File: src/rtl/result_collector_nocasc_3a_if.sv
// Handshake bundle between the NOCASC_3A PE result path / host and the result collector.
// The master side drives the PE words and host controls; the slave side is the collector.
interface result_collector_nocasc_3a_if #(
    parameter int WORD_WIDTH = 17,
    parameter int WORD_COUNT = 8
);
    logic                             start_i;
    logic                             res_valid_i;
    logic [WORD_WIDTH-1:0]            RES_i;
    logic [WORD_WIDTH-1:0]            p_i;
    logic [WORD_WIDTH*WORD_COUNT-1:0] result_o;
    logic                             result_valid_o;
    logic                             result_ready_i;
    logic                             busy_o;
    logic                             overflow_o;

    modport master (
        output start_i, res_valid_i, RES_i, p_i, result_ready_i,
        input  result_o, result_valid_o, busy_o, overflow_o
    );

    modport slave (
        input  start_i, res_valid_i, RES_i, p_i, result_ready_i,
        output result_o, result_valid_o, busy_o, overflow_o
    );
endinterface

File: src/rtl/result_collector_nocasc_3a.sv
// Collects the LSW-first result words of the last NOCASC_3A PE into a full-width product.
// Optional macro FINAL_SUB_EN adds a word-serial R-p final subtraction selected on entry to HOLD.
module result_collector_nocasc_3a #(
    parameter int WORD_WIDTH = 17,
    parameter int WORD_COUNT = 8
) (
    input  logic                     clock_i,
    input  logic                     reset_i,
    result_collector_nocasc_3a_if.slave bus
);
    localparam int CNT_WIDTH = $clog2(WORD_COUNT + 1);
    localparam int TOTAL_W   = WORD_WIDTH * WORD_COUNT;

    typedef enum logic [1:0] {IDLE, COLLECT, HOLD} state_t;

    state_t                 state_q, state_d;
    logic [CNT_WIDTH-1:0]   cnt_q;
    logic [TOTAL_W-1:0]     raw_q, raw_d;
    logic                   overflow_q;
    logic                   restart, accept, last;

    // A start in HOLD only counts when it coincides with the host handshake.
    assign restart = bus.start_i && (state_q != HOLD || bus.result_ready_i);
    assign accept  = (state_q == COLLECT) && bus.res_valid_i && !bus.start_i;
    assign last    = accept && (cnt_q == CNT_WIDTH'(WORD_COUNT - 1));

    always_ff @(posedge clock_i) begin
        if (reset_i) state_q <= IDLE;
        else         state_q <= state_d;
    end

    always_comb begin
        state_d = state_q;
        case (state_q)
            IDLE:    if (bus.start_i) state_d = COLLECT;
            COLLECT: begin
                if (bus.start_i) state_d = COLLECT;
                else if (last)   state_d = HOLD;
            end
            HOLD:    if (bus.result_ready_i) state_d = bus.start_i ? COLLECT : IDLE;
            default: state_d = IDLE;
        endcase
    end

    always_comb begin
        raw_d = raw_q;
        if (accept) raw_d[int'(cnt_q)*WORD_WIDTH +: WORD_WIDTH] = bus.RES_i;
    end

    always_ff @(posedge clock_i) begin
        if (reset_i) begin
            cnt_q      <= '0;
            overflow_q <= 1'b0;
            raw_q      <= '0;
        end else begin
            raw_q <= raw_d;
            if (restart) begin
                cnt_q      <= '0;
                overflow_q <= 1'b0;
            end else if (accept) begin
                cnt_q <= cnt_q + 1'b1;
            end else if (bus.res_valid_i && state_q != COLLECT) begin
                overflow_q <= 1'b1;
            end
        end
    end

`ifdef FINAL_SUB_EN
    logic [TOTAL_W-1:0]  diff_q, diff_d, sel_q;
    logic                borrow_q;
    logic [WORD_WIDTH:0] sub_w;

    // Top bit of the extended subtraction is the borrow out of this word.
    assign sub_w = {1'b0, bus.RES_i} - {1'b0, bus.p_i} - {{WORD_WIDTH{1'b0}}, borrow_q};

    always_comb begin
        diff_d = diff_q;
        if (accept) diff_d[int'(cnt_q)*WORD_WIDTH +: WORD_WIDTH] = sub_w[WORD_WIDTH-1:0];
    end

    always_ff @(posedge clock_i) begin
        diff_q <= diff_d;
        if (reset_i) begin
            borrow_q <= 1'b0;
            sel_q    <= '0;
        end else begin
            if (restart)     borrow_q <= 1'b0;
            else if (accept) borrow_q <= sub_w[WORD_WIDTH];
            if (last)        sel_q    <= sub_w[WORD_WIDTH] ? raw_d : diff_d;
        end
    end

    assign bus.result_o = sel_q;
`else
    assign bus.result_o = raw_q;
`endif

    assign bus.result_valid_o = (state_q == HOLD);
    assign bus.busy_o         = (state_q == COLLECT);
    assign bus.overflow_o     = overflow_q;
endmodule

File: src/flat_wrapper.sv
// flat-port wrapper written by rule: the top's interface ports become plain ports
module result_collector_nocasc_3a_flat 
#(
    parameter int WORD_WIDTH = 17,
    parameter int WORD_COUNT = 8
)
  (clock_i, reset_i, bus_start_i, bus_res_valid_i, bus_RES_i, bus_p_i, bus_result_ready_i, bus_result_o, bus_result_valid_o, bus_busy_o, bus_overflow_o);
  result_collector_nocasc_3a_if #(.WORD_WIDTH(WORD_WIDTH), .WORD_COUNT(WORD_COUNT)) bus_i ();
  input  logic clock_i;
  input  logic reset_i;
  input wire logic [$bits(bus_i.start_i)-1:0] bus_start_i;
  input wire logic [$bits(bus_i.res_valid_i)-1:0] bus_res_valid_i;
  input wire logic [$bits(bus_i.RES_i)-1:0] bus_RES_i;
  input wire logic [$bits(bus_i.p_i)-1:0] bus_p_i;
  input wire logic [$bits(bus_i.result_ready_i)-1:0] bus_result_ready_i;
  output wire logic [$bits(bus_i.result_o)-1:0] bus_result_o;
  output wire logic [$bits(bus_i.result_valid_o)-1:0] bus_result_valid_o;
  output wire logic [$bits(bus_i.busy_o)-1:0] bus_busy_o;
  output wire logic [$bits(bus_i.overflow_o)-1:0] bus_overflow_o;
  assign bus_i.start_i = bus_start_i;
  assign bus_i.res_valid_i = bus_res_valid_i;
  assign bus_i.RES_i = bus_RES_i;
  assign bus_i.p_i = bus_p_i;
  assign bus_i.result_ready_i = bus_result_ready_i;
  assign bus_result_o = bus_i.result_o;
  assign bus_result_valid_o = bus_i.result_valid_o;
  assign bus_busy_o = bus_i.busy_o;
  assign bus_overflow_o = bus_i.overflow_o;
  result_collector_nocasc_3a #(.WORD_WIDTH(WORD_WIDTH), .WORD_COUNT(WORD_COUNT)) u_core (.clock_i(clock_i), .reset_i(reset_i), .bus(bus_i));
endmodule
File: config.mk
export PLATFORM = sky130hd
export DESIGN_NAME = result_collector_nocasc_3a_flat
export DESIGN_NICKNAME = d
export VERILOG_FILES = /design/src/rtl/result_collector_nocasc_3a_if.sv /design/src/rtl/result_collector_nocasc_3a.sv /design/src/flat_wrapper.sv
export SDC_FILE = /design/constraint.sdc
export NUM_CORES = 1
export LEC_CHECK = 0
export BUFFER_PORTS_ARGS = -buffer_cell sky130_fd_sc_hd__buf_4
export CAP_MARGIN = 20
export CORE_ASPECT_RATIO = 0.8
export CORE_MARGIN = 2
export CORE_UTILIZATION = 25
export DETAILED_ROUTE_END_ITERATION = 10
export PLACE_DENSITY_LB_ADDON = 0.15
export SLEW_MARGIN = 10
export SYNTH_ARGS = -nofsm -noshare
export SYNTH_HDL_FRONTEND = slang
export SYNTH_SLANG_ARGS = --single-unit
File: constraint.sdc
create_clock -name clock_i -period 6.06 [get_ports clock_i]
set_clock_uncertainty 0.1 [all_clocks]
set_input_delay 1.212 -clock clock_i [delete_from_list [all_inputs] [get_ports clock_i]]
set_output_delay 1.212 -clock clock_i [all_outputs]
set_load 0.02 [all_outputs]
==> impl_metrics.py <==
metrics = {
    "run_status": {
        "run_status": "complete, no violations",
    },
    "setup_path": {
        "cp-start-kind": "register",
        "critPathArrivalTime_ns": 3.24,
        "endpoint_kind": "register",
        "cp.required_ns": 6.31,
        "r2r_slack_ns": 3.08,
        "path_class": "reg2reg",
        "critPathMaxFanout": 15,
    },
    "sta": {
        "period_needed_ns": 2.98,
        "clock.fmax_mhz": 335,
        "period_share_pct": 49.2,
        "setup_viol": 0,
        "slew_viol_final": 0,
        "setup_tns_ns": 0,
        "rsz0062_at_grt": "false",
        "hold_viol": 0,
        "tightest_slew_ns": 1.13,
        "slew_headroom_pct": 24.5,
    },
    "pwr": {
        "peakVddDrop_uv": 128,
        "netSwitchingPower_uw": 516,
        "p_comb_share_pct": 4.1,
        "power_mw": 2.11,
        "p_sw_share_pct": 24.5,
        "pwr-share-seq_pct": 45.0,
        "power_density_nw_per_um2": 258,
        "internal-power_mw": 1.59,
        "clockPowerShare_pct": 50.9,
        "cellLeakagePower_nw": 3.51,
    },
    "layout": {
        "final_cell_mix": "165 x buf_4, 143 x dfxtp_1, 136 x nand2b_1",
        "fin_util_pct": 33.5,
        "fin_cells": 1091,
        "layout_commonest_cell": "buf_4",
        "nets": 803,
        "area_growth_pct": 32.2,
        "final_area_um2": 8150,
        "antenna_cells": 0,
        "drive_gt1_share_pct": 28.2,
    },
    "placed_design": {
        "gp_congestion": 0.733,
        "port_buffers": 160,
        "post_dp_cell_area_um2": 7550,
        "hpwl_um": 13000,
        "dp.cells": 1058,
    },
    "route": {
        "vias": 4761,
        "route.detailed.drc": 0,
        "viasPerCell": 4.36,
        "ant_nets": 0,
        "firstDrtPassIters": 6,
        "routed_wl_um": 18600,
        "drt_iter0_drc": 199,
        "wl_per_cell_um": 17.0,
    },
    "global_route": {
        "grt_use_total_pct": 14.4,
        "grt_pass1_wl_um": 28100,
        "grt_pass1_vias": 4778,
        "antenna_found_initial": 0,
        "overflow": 0,
        "grt_max_degree": 100,
    },
    "synth": {
        "synth_nets": 658,
        "synth_cell_types": 44,
        "yosysWarnings": 0,
        "dominantRegCellSynth": "dfxtp_1",
        "syn_inst": 615,
        "syn_avg_cell_area_um2": 10.0,
        "ys_seq_area_share_pct": 46.4,
        "syn_area_um2": 6160,
        "synth-seq-cells": 143,
        "synthArstFlopShare_pct": 0,
        "synth-edff-count": 0,
    },
    "die": {
        "dieArea_um2": 25900,
        "dieHeight_um": 144,
        "pin_count": 178,
        "core_area_um2": 24300,
        "floorplan.rows": 51,
        "die_x_um": 180,
        "start_util_pct": 25.4,
    },
    "clock_network": {
        "cts-resized-gates": 0,
        "cts_buffer_depth": 2,
        "cts_tree": "built",
        "cts_hold_buf": 0,
        "cts-buffers-inserted": 17,
        "postCtsSetupBuffers": 0,
        "clock_sinks": 143,
        "cts-htree-levels": 4,
        "cts.clk_slew.worst_paths_ns": 0.06,
        "cts_root_buf": "clkbuf_16",
        "insertion_delay_ns": 0.43,
    },
    "flow_run": {
        "maxCapViolCount": 0,
    },
    "hold_path": {
        "hold_path.class": "reg2reg",
    },
}
through the flow:
step	worst slack (ns)	hold slack, ns
after floorplan	3.46	0.420
after global placement	2.61	0.343
after detailed placement	2.58	0.348
after CTS	3.03	0.362
after global routing	2.88	0.378
final	3.08	0.357
per-layer routing:
metal  global-route usage [%]  up-vias  share of wire (%)
met3                     4.76       16                7.2
met5                        0        -                  0
li1                         -     2329                  -
met2                     21.4      141                 42
met4                     5.01        0                1.2
met1                     19.3     2275                 50
worst max-delay path, stage by stage, from the launching register on:
cell and delay (ns):
dfxtp_1 0.65, inv_1 0.17, ha_1 0.45, nor3b_2 0.95, nor2b_1 0.31, nand2_1 0.15
mux2i_1 0.14
cell type report:
class	count	area (um2)
Fill cell	2498	16200
Clock buffer	17	425
Tap cell	318	398
Inverter	4	15.0
Timing Repair Buffer	167	1260
Clock inverter	15	159
Multi-Input combinational cell	427	3020
Sequential cell	143	2860
cells by family (layout without fill, tap and decap cells):
family	after synthesis	count (layout)	synth area share [%]
and+or+nand+nor	266	266	24.4
DFF	143	143	46.4
muxes	119	119	19.3
buffers and inverters	45	203	5.24
AOI/OAI and AO/OA	36	36	3.55
adders and majority gates	4	4	0.812
xor gates and xnor gates	2	2	0.284
power by group through the flow:
stage                     Clock (mW)  Sequential [mW]  Combinational (mW)
final                           1.07            0.947              0.0871
after CTS                       1.11            0.947              0.0888
after floorplan                    0            0.972              0.0423
after global placement             0            0.968              0.0871
after detailed placement           0            0.969              0.0887
after global routing            1.15            0.947              0.0940
Yosys cell counts, types with 2 or more instances:
cell type	count	area share (%)
and4_1	2	0.28
nand2b_1	136	14
nand2_1	96	5.8
mux2i_1	119	19
dfxtp_1	143	46
a31oi_1	4	0.41
buf_12	3	0.97
xor2_1	2	0.28
or2_2	2	0.20
ha_1	4	0.81
nor3b_2	2	0.41
clkbuf_1	20	1.2
buf_8	2	0.49
buf_6	8	1.5
buf_4	5	0.61
buf_2	3	0.24
o22ai_1	3	0.30
nor2b_1	8	0.81
nor2_1	5	0.30
inv_1	4	0.24
a21oi_1	21	1.7
sequential cells by signal (all words and copies together), names as in the netlist:
register	count
u_core.bus.overflow_o	1
u_core.cnt_q	4
u_core.bus.result_o	136
u_core.state_q	2
path summary, 6_finish.rpt:
kind | startpoint | end | cells past startpoint
max reg2reg | u_core.cnt_q[0] | u_core.bus.result_o[119] | 6
min | u_core.bus.result_o[9] | u_core.bus.result_o[9] | 2
min reg2reg | u_core.bus.result_o[9] | u_core.bus.result_o[9] | 2
max | u_core.cnt_q[0] | u_core.bus.result_o[119] | 6
Note: power is estimated with default switching activity, not from simulation.
